`src/rtl/mem_bus_bridge.sv`:
```
// ============================================================================
// Module   : mem_bus_bridge
// Purpose  : Single-outstanding core-to-memory bus bridge with wait timeout.
// Revision : 1.0 - initial release
// ============================================================================
`default_nettype none

module mem_bus_bridge #(
    parameter int TIMEOUT = 15,
    parameter int ADDR_W  = 16,
    parameter int DATA_W  = 16
) (
    input  logic              clk,
    input  logic              rst_n,
    input  logic              core_req,
    input  logic              core_we,
    input  logic [ADDR_W-1:0] core_addr,
    input  logic [DATA_W-1:0] core_wdata,
    output logic [DATA_W-1:0] core_rdata,
    output logic              core_busy,
    output logic              core_done,
    output logic              core_err,
    output logic              bus_req,
    output logic              bus_we,
    output logic [ADDR_W-1:0] bus_addr,
    output logic [DATA_W-1:0] bus_wdata,
    input  logic [DATA_W-1:0] bus_rdata,
    input  logic              bus_ack
);

    localparam int CNT_W = $clog2(TIMEOUT + 1);
    localparam logic [CNT_W-1:0] LAST_WAIT = CNT_W'(TIMEOUT - 1);

    typedef enum logic [1:0] {
        S_IDLE = 2'd0,
        S_BUSY = 2'd1,
        S_DONE = 2'd2
    } state_t;

    state_t            state_q, state_d;
    logic [CNT_W-1:0]  cnt_q, cnt_d;
    logic              err_q, err_d;
    logic [DATA_W-1:0] rdata_q, rdata_d;
    logic              we_q, we_d;
    logic [ADDR_W-1:0] addr_q, addr_d;
    logic [DATA_W-1:0] wdata_q, wdata_d;

    always_comb begin
        state_d = state_q;
        cnt_d   = cnt_q;
        err_d   = err_q;
        rdata_d = rdata_q;
        we_d    = we_q;
        addr_d  = addr_q;
        wdata_d = wdata_q;
        case (state_q)
            S_IDLE: begin
                if (core_req) begin
                    we_d    = core_we;
                    addr_d  = core_addr;
                    wdata_d = core_wdata;
                    cnt_d   = '0;
                    state_d = S_BUSY;
                end
            end
            S_BUSY: begin
                // An ack on the final wait edge still completes cleanly.
                if (bus_ack) begin
                    state_d = S_DONE;
                    if (!we_q) rdata_d = bus_rdata;
                end else begin
                    cnt_d = cnt_q + CNT_W'(1);
                    if (cnt_q == LAST_WAIT) begin
                        state_d = S_DONE;
                        err_d   = 1'b1;
                        if (!we_q) rdata_d = '1;
                    end
                end
            end
            S_DONE: begin
                state_d = S_IDLE;
                err_d   = 1'b0;
            end
            default: state_d = S_IDLE;
        endcase
    end

    always_ff @(posedge clk or negedge rst_n) begin
        if (!rst_n) begin
            state_q <= S_IDLE;
            cnt_q   <= '0;
            err_q   <= 1'b0;
            rdata_q <= '0;
            we_q    <= 1'b0;
            addr_q  <= '0;
            wdata_q <= '0;
        end else begin
            state_q <= state_d;
            cnt_q   <= cnt_d;
            err_q   <= err_d;
            rdata_q <= rdata_d;
            we_q    <= we_d;
            addr_q  <= addr_d;
            wdata_q <= wdata_d;
        end
    end

    // Outputs decode directly from state so an async reset drops them at once.
    assign bus_req    = (state_q == S_BUSY);
    assign core_busy  = (state_q != S_IDLE);
    assign core_done  = (state_q == S_DONE);
    assign core_err   = (state_q == S_DONE) && err_q;
    assign bus_we     = we_q;
    assign bus_addr   = addr_q;
    assign bus_wdata  = wdata_q;
    assign core_rdata = rdata_q;

endmodule

`default_nettype wire

```
`config.mk`:
```
export PLATFORM = sky130hd
export DESIGN_NAME = mem_bus_bridge
export DESIGN_NICKNAME = d
export VERILOG_FILES = /design/src/rtl/mem_bus_bridge.sv
export SDC_FILE = /design/constraint.sdc
export NUM_CORES = 1
export LEC_CHECK = 0
export BUFFER_PORTS_ARGS = -buffer_cell sky130_fd_sc_hd__buf_2
export CORE_MARGIN = 2
export CORE_UTILIZATION = 49
export CTS_CLUSTER_SIZE = 14
export DETAILED_ROUTE_END_ITERATION = 10
export PLACE_DENSITY = 0.81
export SETUP_SLACK_MARGIN = 0.15
export SLEW_MARGIN = 20
export SYNTH_ARGS = -nofsm -noshare
export SYNTH_HDL_FRONTEND = slang
export SYNTH_SLANG_ARGS = --single-unit
```
`constraint.sdc`:
```
create_clock -name clk -period 4.9 [get_ports clk]
set_clock_uncertainty 0.1 [all_clocks]
set_input_delay 0.735 -clock clk [delete_from_list [all_inputs] [get_ports clk]]
set_output_delay 0.735 -clock clk [all_outputs]
set_load 0.005 [all_outputs]
```
Word-level counts from Yosys, hierarchy flattened:

Index checks and enable logic that the tools add are counted.

* flip-flop bits (word level): 56
* bits in latches: 0
* bits in writable memories: 0
* bits in read-only memories: 0
* output and inout bits: 53
* memories: 0

* add/subtract/negate cells: 1
* multipliers: 0
* div/mod/pow operators: 0
* magnitude comparators: 0
* eq/ne operators: 7
* shifts and indexed selects: 0
* mux-type cells: 14
* bitwise logic cells: 1
* reductions and logical operators: 11

Operators with widths (count)
* two-way mux 16 bit: 4
* AND reduction 3 bit: 3
* two-way mux 4 bit: 2
* case mux 4 bit (2 select lines): 1
* nonzero test 2 bit: 4
* two-way mux 2 bit: 3
* adder 4 x 1 -> 4 bit, second input constant: 1
* == test 4 bit, second input constant: 1
* != test 2 bit, second input constant: 2
* case mux 2 bit (2 select lines): 1
* AND reduction 2 bit: 2
* != test 3 x 1 -> 1 bit, second input constant: 1
* == test 2 x 1 -> 1 bit, second input constant: 1
* == test 2 bit, second input constant: 1
* logical NOT 2 bit: 1
* two-way mux 1 bit: 2
* != test 2 x 1 -> 1 bit, second input constant: 1
* case mux 1 bit (2 select lines): 1
* logical AND 1 bit: 1
* inverter 1 bit: 1

Logic depth before layout (Yosys ltp):

Gate-level depths: netlist of the first run.

* depth after elaboration: 4
* depth in mapped cells: 7

Worst setup path after synthesis of the first run:

No wires, ideal clock.

* path kind: input to register
* start: input port bus_ack
* end: register cnt_q[2]
* library setup time: 77 ps
* arrival: 1669 ps
* data required time: 4723 ps
* path slack: 3054 ps
* cell stages on the path: 4
* cell sequence: or3b_1 > buf_6 > or3_1 > a21oi_1

* longest elaborated chain between the ends: 2

Ends and longest elaborated chain
* start: declaration: line 28 `input logic bus_ack`
* != test 2 bit (no source line)
* AND reduction 3 bit (no source line)
* end signal: assignment: line 99 `cnt_q <= cnt_d;`
* end: declaration: line 41 `logic [CNT_W-1:0] cnt_q, cnt_d;`

Every way passes these cells.
A chain may end at the register's enable or synchronous reset.

Final worst setup path of the first run:

* start: register state_q[1]
* end: output port core_err

* longest elaborated chain between the ends: 2

Ends and longest elaborated chain
* start: declaration: line 40 `state_t state_q, state_d;`
* start signal: assignment: line 98 `state_q <= state_d;`
* == test 2 bit: line 112 `assign core_err = (state_q == S_DONE) && err_q;`
* logical AND 1 bit: line 112
* end: declaration: line 22 `output logic core_err,`

Every way passes these cells.

==> results by group, run 1 <==
Floorplanning
  – Die footprint: 4998 sq um
  – Die height: 70.70 microns
  – Die W: about 71 microns
  – Io pins: 106
  – Starting Density: between 50% and 60%
  – Cell Rows: 24
  – Core ar.: ~4300 sq um

GRT
  – Initial antenna violation count: 0
  – GRT overflow: 0
  – Met1 GRT Util: 20.56%
  – M2 GR Usage: 29.18%
  – Met3 Use GR: 6.553%
  – Vias in the first global route: 1585
  – Busiest grt layer: met2
  – Largest net degree at the start of global routing: 57
  – Overall Global Routing Usage: 17.30%
  – First-pass GRT wire length: around 7000 microns

Logic synthesis
  – Synth Area in Compound Gates: 8.840%
  – Ranking of synthesized cells by area: dfrtp_1 64%, mux2_2 17%, o22a_1 6.4%
  – Ys flop type: dfrtp_1
  – Post-synth EDFFs: 0
  – Register area share after synthesis: approximately 64%
  – Post-synth ARST share: 100.0%
  – Synth cell types: 26
  – Flops & latches, synth: 56
  – Post-synthesis simple-gate area fraction: 4.765%
  – Count leader, synth: dfrtp_1
  – XOR/XNOR Fraction of Synth Area: 0%
  – Synth top cells by count: 56 x dfrtp_1, 33 x mux2_2, 16 x o22a_1
  – Mux cell area share after synthesis: between 10% and 20%
  – Synth area leader: dfrtp_1
  – Avg Inst Size Synth: 15.03 sq um
  – Main combinational cell family by area after synthesis: multiplexers
  – Post-Syn Area: 2180 sq um
  – Yosys top cell area share: 64.29%
  – Warnings, synthesis: 0
  – Post-synthesis instance total: 145
  – Syn_nets: 200
  – Post-Synth Adder-Cell Area: about 1.1%

Routing
  – Avg Vias per Cell: 5.049
  – DR vias: 1535
  – Remaining antenna violation count: 0
  – DRC Markers: 0
  – DRT Pass-1 Iters: 2
  – Total wire length: 4148 microns
  – Initial drt markers: 32
  – Routed length per placed instance: 13.64 microns

STA
  – Final Cycle Share: 41.70%
  – RSZ-0062 raised after global routing: false
  – Final hold vios: 0
  – # setup viols final: 0
  – Final Critical Period: 2043 ps
  – Worst slew margin: between 50 and 60%
  – Fmax: 489.4 MHz
  – Measured slew at the worst slew-check pin: 669.2 ps
  – Sum Neg Setup Slack: 0 ps
  – Max Slew Vio Count: 0

Place
  – Final HPWL from detailed placement: ~3000 microns
  – GPL Wtd Cong: 0.7476
  – IO Port Bufs: 105

Worst setup path
  – Critical-path cell list: and2b_1 > and2_1 > buf_2
  – Worst Path Required: roughly 4000 ps
  – Worst EP arrival: 1210 ps
  – Crit. End Element: output port
  – Worst-case reg-to-reg path depth: 5
  – Slowest cell on the critical path: dfrtp_1
  – CP Max Fanout: 6
  – CP max stage delay: 440 ps
  – Startpoint Class: register
  – Setup CP Type: reg2out

CTS
  – Post-CTS Setup Bufs: 0
  – Gates resized, CTS repair: 0
  – Clk Latency, worst-skew pair: 300 ps
  – CTS Sinks: 56
  – Post-CTS Hold Fix Bufs: 0
  – Root buffer cell: clkbuf_8
  – Clk slew on worst S/H paths: roughly 100 ps
  – H-tree lvl count: 2
  – Clock buffer depth: 2
  – Clock tree from TritonCTS: done
  – CTS Buf Count: 5

Finish
  – Proportion of layout cells with a drive suffix above 1: 59.52%
  – Area Overhead vs Synth: 28.93%
  – Layout Nets: 306
  – Diodes inserted: 0

Outcome
  – Outcome: finished, final reports clean

Pwr
  – Power Total: 1.514 mW
  – Pleak: 1.364 nW
  – Maximum vdd drop: 0.2703 mV
  – PD cells: 538.9 nW/um^2

Hold path
  – Hold Crit Depth: 1
  – Worst Hold Class: reg2reg

Job
  – Max Cap Viol: 0
==> layer usage <==
metal  wire, microns  vias to the layer above
li1                -                      728
met1            1777                      716
met2            1850                       84
met3             464                        7
met4              55                        0
met5               0                        -
==> layout by cell type (no fill, tap or decap), types with 4 or more instances in the layout <==
cell      synthesis  final
o22a_1           16     16
nand3_1           4      4
dfrtp_1          56     56
mux2_2           33     33
clkbuf_8          0      5
o21ai_0           4      4
buf_2             1    105
inv_1             4      4
==> final timing paths <==
kind	endpoint	slack [ps]	start
worst max-delay path	core_err	2860	state_q[1]
worst min-delay path	core_rdata[6]	390	core_rdata[6]
min in group asynchronous	bus_wdata[6]	450	rst_n
max in group asynchronous	err_q	3810	rst_n
worst max register to register	core_rdata[3]	3170	cnt_q[0]
worst min register to register	core_rdata[6]	390	core_rdata[6]
==> sequential cells by signal, summed over array words and instances, names as in the netlist <==
| signal | cells |
|---|---|
| core_rdata | 16 |
| bus_addr | 16 |
| state_q | 2 |
| cnt_q | 4 |
| bus_wdata | 16 |
| err_q | 1 |
| bus_we | 1 |
==> area by class of cell <==
type	count	area, sq um
clock buffers	5	68.82
fillers	339	1514
clock inverters	3	23.77
flip-flops and latches	56	1401
repair buffers	107	540.5
multi-input cells	77	695.7
well taps	52	65.06
inverters	4	15.01
==> logic make-up after synthesis <==
logic type / after synthesis
fa+ha+maj: 2
compound gates: 25
flops: 56
simple gates: 17
mux: 33
buf+inv: 12
==> power by group <==
part           total (mW)  switching, mW  internal, mW
Sequential          0.760          0.104         0.656
Clock               0.247          0.146         0.101
Combinational       0.507          0.204         0.303
==> metrics by stage <==
| step | hold WS [ps] | utilization, % | cell area [sq um] | setup slack, ps | cells |
|---|---|---|---|---|---|
| CTS | 395.1 | 64.93 | 2808 | 2842 | 304 |
| detailed placement | 372.0 | 62.79 | 2715 | 2745 | 296 |
| global route | 403.9 | 64.99 | 2810 | 2783 | 304 |
| floorplan | 339.4 | - | 2180 | 3054 | 145 |
| finish | 390.0 | 64.99 | 2810 | 2857 | 304 |
| global placement | 365.2 | 62.79 | 2715 | 2794 | 296 |
==> worst max-delay path: cells and delay by family (launching register included) <==
kind,cells,cell delay (ps)
flip-flops,1,440
buffers and inverters,1,120
AND/OR/NAND/NOR,2,350
No activity file was read; power rests on OpenSTA's default activity.
==> run 2: changes to the inputs <==
Settings changed: CORE_UTILIZATION 49 to 41, PLACE_DENSITY 0.81 to 0.72.
Clock period 4.9 ns to 1.64 ns, I/O delays scaled along.
==> run 2 against run 1 <==
- via count up 5.0%
- clock-buffer cell count up 2
- critical path depth up 1
- global-route usage down 1.5 points
- clock power rose to 3.8 times the previous value
- sequential share of layout area down 4.4 points
- final area up 9.6%
- first-iteration DRC count down 25%
- routed wire length up 5.2%
- largest cell class unchanged
- largest power group unchanged
==> results by group, run 2 (synthesized netlist as in run 1, its figures left out) <==
Outcome
  – Outcome: finished, final reports clean

STA
  – Worst slew margin: 80.84%
  – Measured slew at the worst slew-check pin: 287.4 ps
  – Final Cycle Share: 99.13%
  – Fmax: 615.1 MHz
  – # setup viols final: 0
  – Final Critical Period: 1626 ps
  – Max Slew Vio Count: 0
  – Final hold vios: 0
  – Sum Neg Setup Slack: 0 ps
  – RSZ-0062 raised after global routing: true
  – Worst Hold Margin: 69.39 ps

Floorplanning
  – Core ar.: 5107 sq um
  – Io pins: 106
  – Die height: 76.91 microns
  – Die W: 76.91 microns
  – Die footprint: about 5900 sq um
  – Cell Rows: 26
  – Starting Density: 42.68%

GRT
  – Initial antenna violation count: 0
  – Largest net degree at the start of global routing: 57
  – GRT overflow: 0
  – Overall Global Routing Usage: 15.84%
  – Vias in the first global route: roughly 1700
  – First-pass GRT wire length: 7617 microns

CTS
  – CTS Sinks: 56
  – Clock buffer depth: 2
  – Clock tree from TritonCTS: done
  – Clk slew on worst S/H paths: about 90 ps
  – Root buffer cell: clkbuf_8
  – CTS Buf Count: 5
  – Clk Latency, worst-skew pair: 300 ps
  – H-tree lvl count: 2

Place
  – IO Port Bufs: 105
  – Final HPWL from detailed placement: 3146 microns
  – Post-DP Area: 2840 sq um
  – GPL Wtd Cong: 0.7362
  – Inst Count DP: 324

Job
  – Max Cap Viol: 0

Hold path
  – Worst Hold Class: in2reg

Worst setup path
  – Worst Path Required: 1730 ps
  – Crit. End Element: register
  – Setup CP Type: reg2reg
  – Worst EP arrival: 1710 ps
  – Startpoint Class: register
  – CP Max Fanout: 19

Pwr
  – Pleak: between 1 and 1.5 nW
  – PD cells: 1607 nW/um^2
  – Maximum vdd drop: around 0.67 mV

Routing
  – Remaining antenna violation count: 0
  – DRC Markers: 0
  – Routed length per placed instance: 12.95 microns
  – DR vias: 1612
  – Avg Vias per Cell: 4.783
  – DRT Pass-1 Iters: 4
  – Total wire length: about 4400 microns
  – Initial drt markers: 24

Finish
  – Diodes inserted: 0
  – Fill count: 413
  – Final cell count without fillers: 337
  – Area Overhead vs Synth: 41.27%
  – Commonest cells after routing, fill and taps aside: 105 x buf_2, 56 x dfrtp_1, 33 x mux2_2, 16 x o22a_1, 10 x buf_4
  – Most common cell after layout, fill and taps aside: buf_2
  – Proportion of layout cells with a drive suffix above 1: between 60% and 70%
  – Final instance area: 3079 sq um
  – Layout Nets: 321
-- run 2: where the power goes --
| group | switching (mW) | internal (mW) |
|---|---|---|
| clock | 0.407 | 0.539 |
| combinational | 0.689 | 1.08 |
| sequential | 0.278 | 1.96 |
-- run 2: repair_timing --
action	in CTS	in global routing
gates cloned	1	0
setup buffers	3	0
endpoints found under the hold margin	56	0
hold buffers	1	0
pin swaps	1	3
endpoints found under the setup margin	56	56
gates resized for setup	6	7
-- run 2: final timing paths --
path / start / slack (ps) / endpoint / depth (start not counted)
worst min-delay path: core_wdata[1] / 70 / bus_wdata[1] / 2
worst min register to register: core_rdata[4] / 390 / core_rdata[4] / 1
min in group asynchronous: rst_n / 370 / bus_wdata[10] / 3
worst max register to register: state_q[0] / 10 / bus_wdata[2] / 4
worst max-delay path: state_q[0] / 10 / bus_wdata[2] / 4
max in group asynchronous: rst_n / 840 / bus_wdata[13] / 3
-- run 2: worst max-delay path, stage by stage (launching register included) --
cell,delay [ps]
dfrtp_1,390
buf_6,120
or3b_4,440
buf_12,170
mux2_2,280
-- run 2: stage by stage --
step                power (mW)  setup slack, ps  util [%]
finish                   4.949            14.24     60.29
CTS                      5.002            8.395     59.85
global placement         3.881           -309.4     55.61
floorplan                3.092            117.9         -
detailed placement       3.948           -321.2     55.61
global route             5.323           -41.75     60.29
-- run 2: area by class of cell --
type	count	area [sq um]	area share, %
Clock buffer	7	96.34	3.129
Clock inverter	1	30.03	0.9752
Timing Repair Buffer	122	720.7	23.41
Inverter	4	15.01	0.4876
Sequential cell	56	1401	45.51
Tap cell	70	87.58	2.844
Multi-Input combinational cell	77	728.2	23.65
-- run 2: layer usage --
metal	GRT usage, %	wire, microns	vias up
li1	-	-	762
met1	19.89	1933	750
met2	25.79	1892	95
met3	5.882	493	5
met4	4.364	46	0
met5	0	0	-
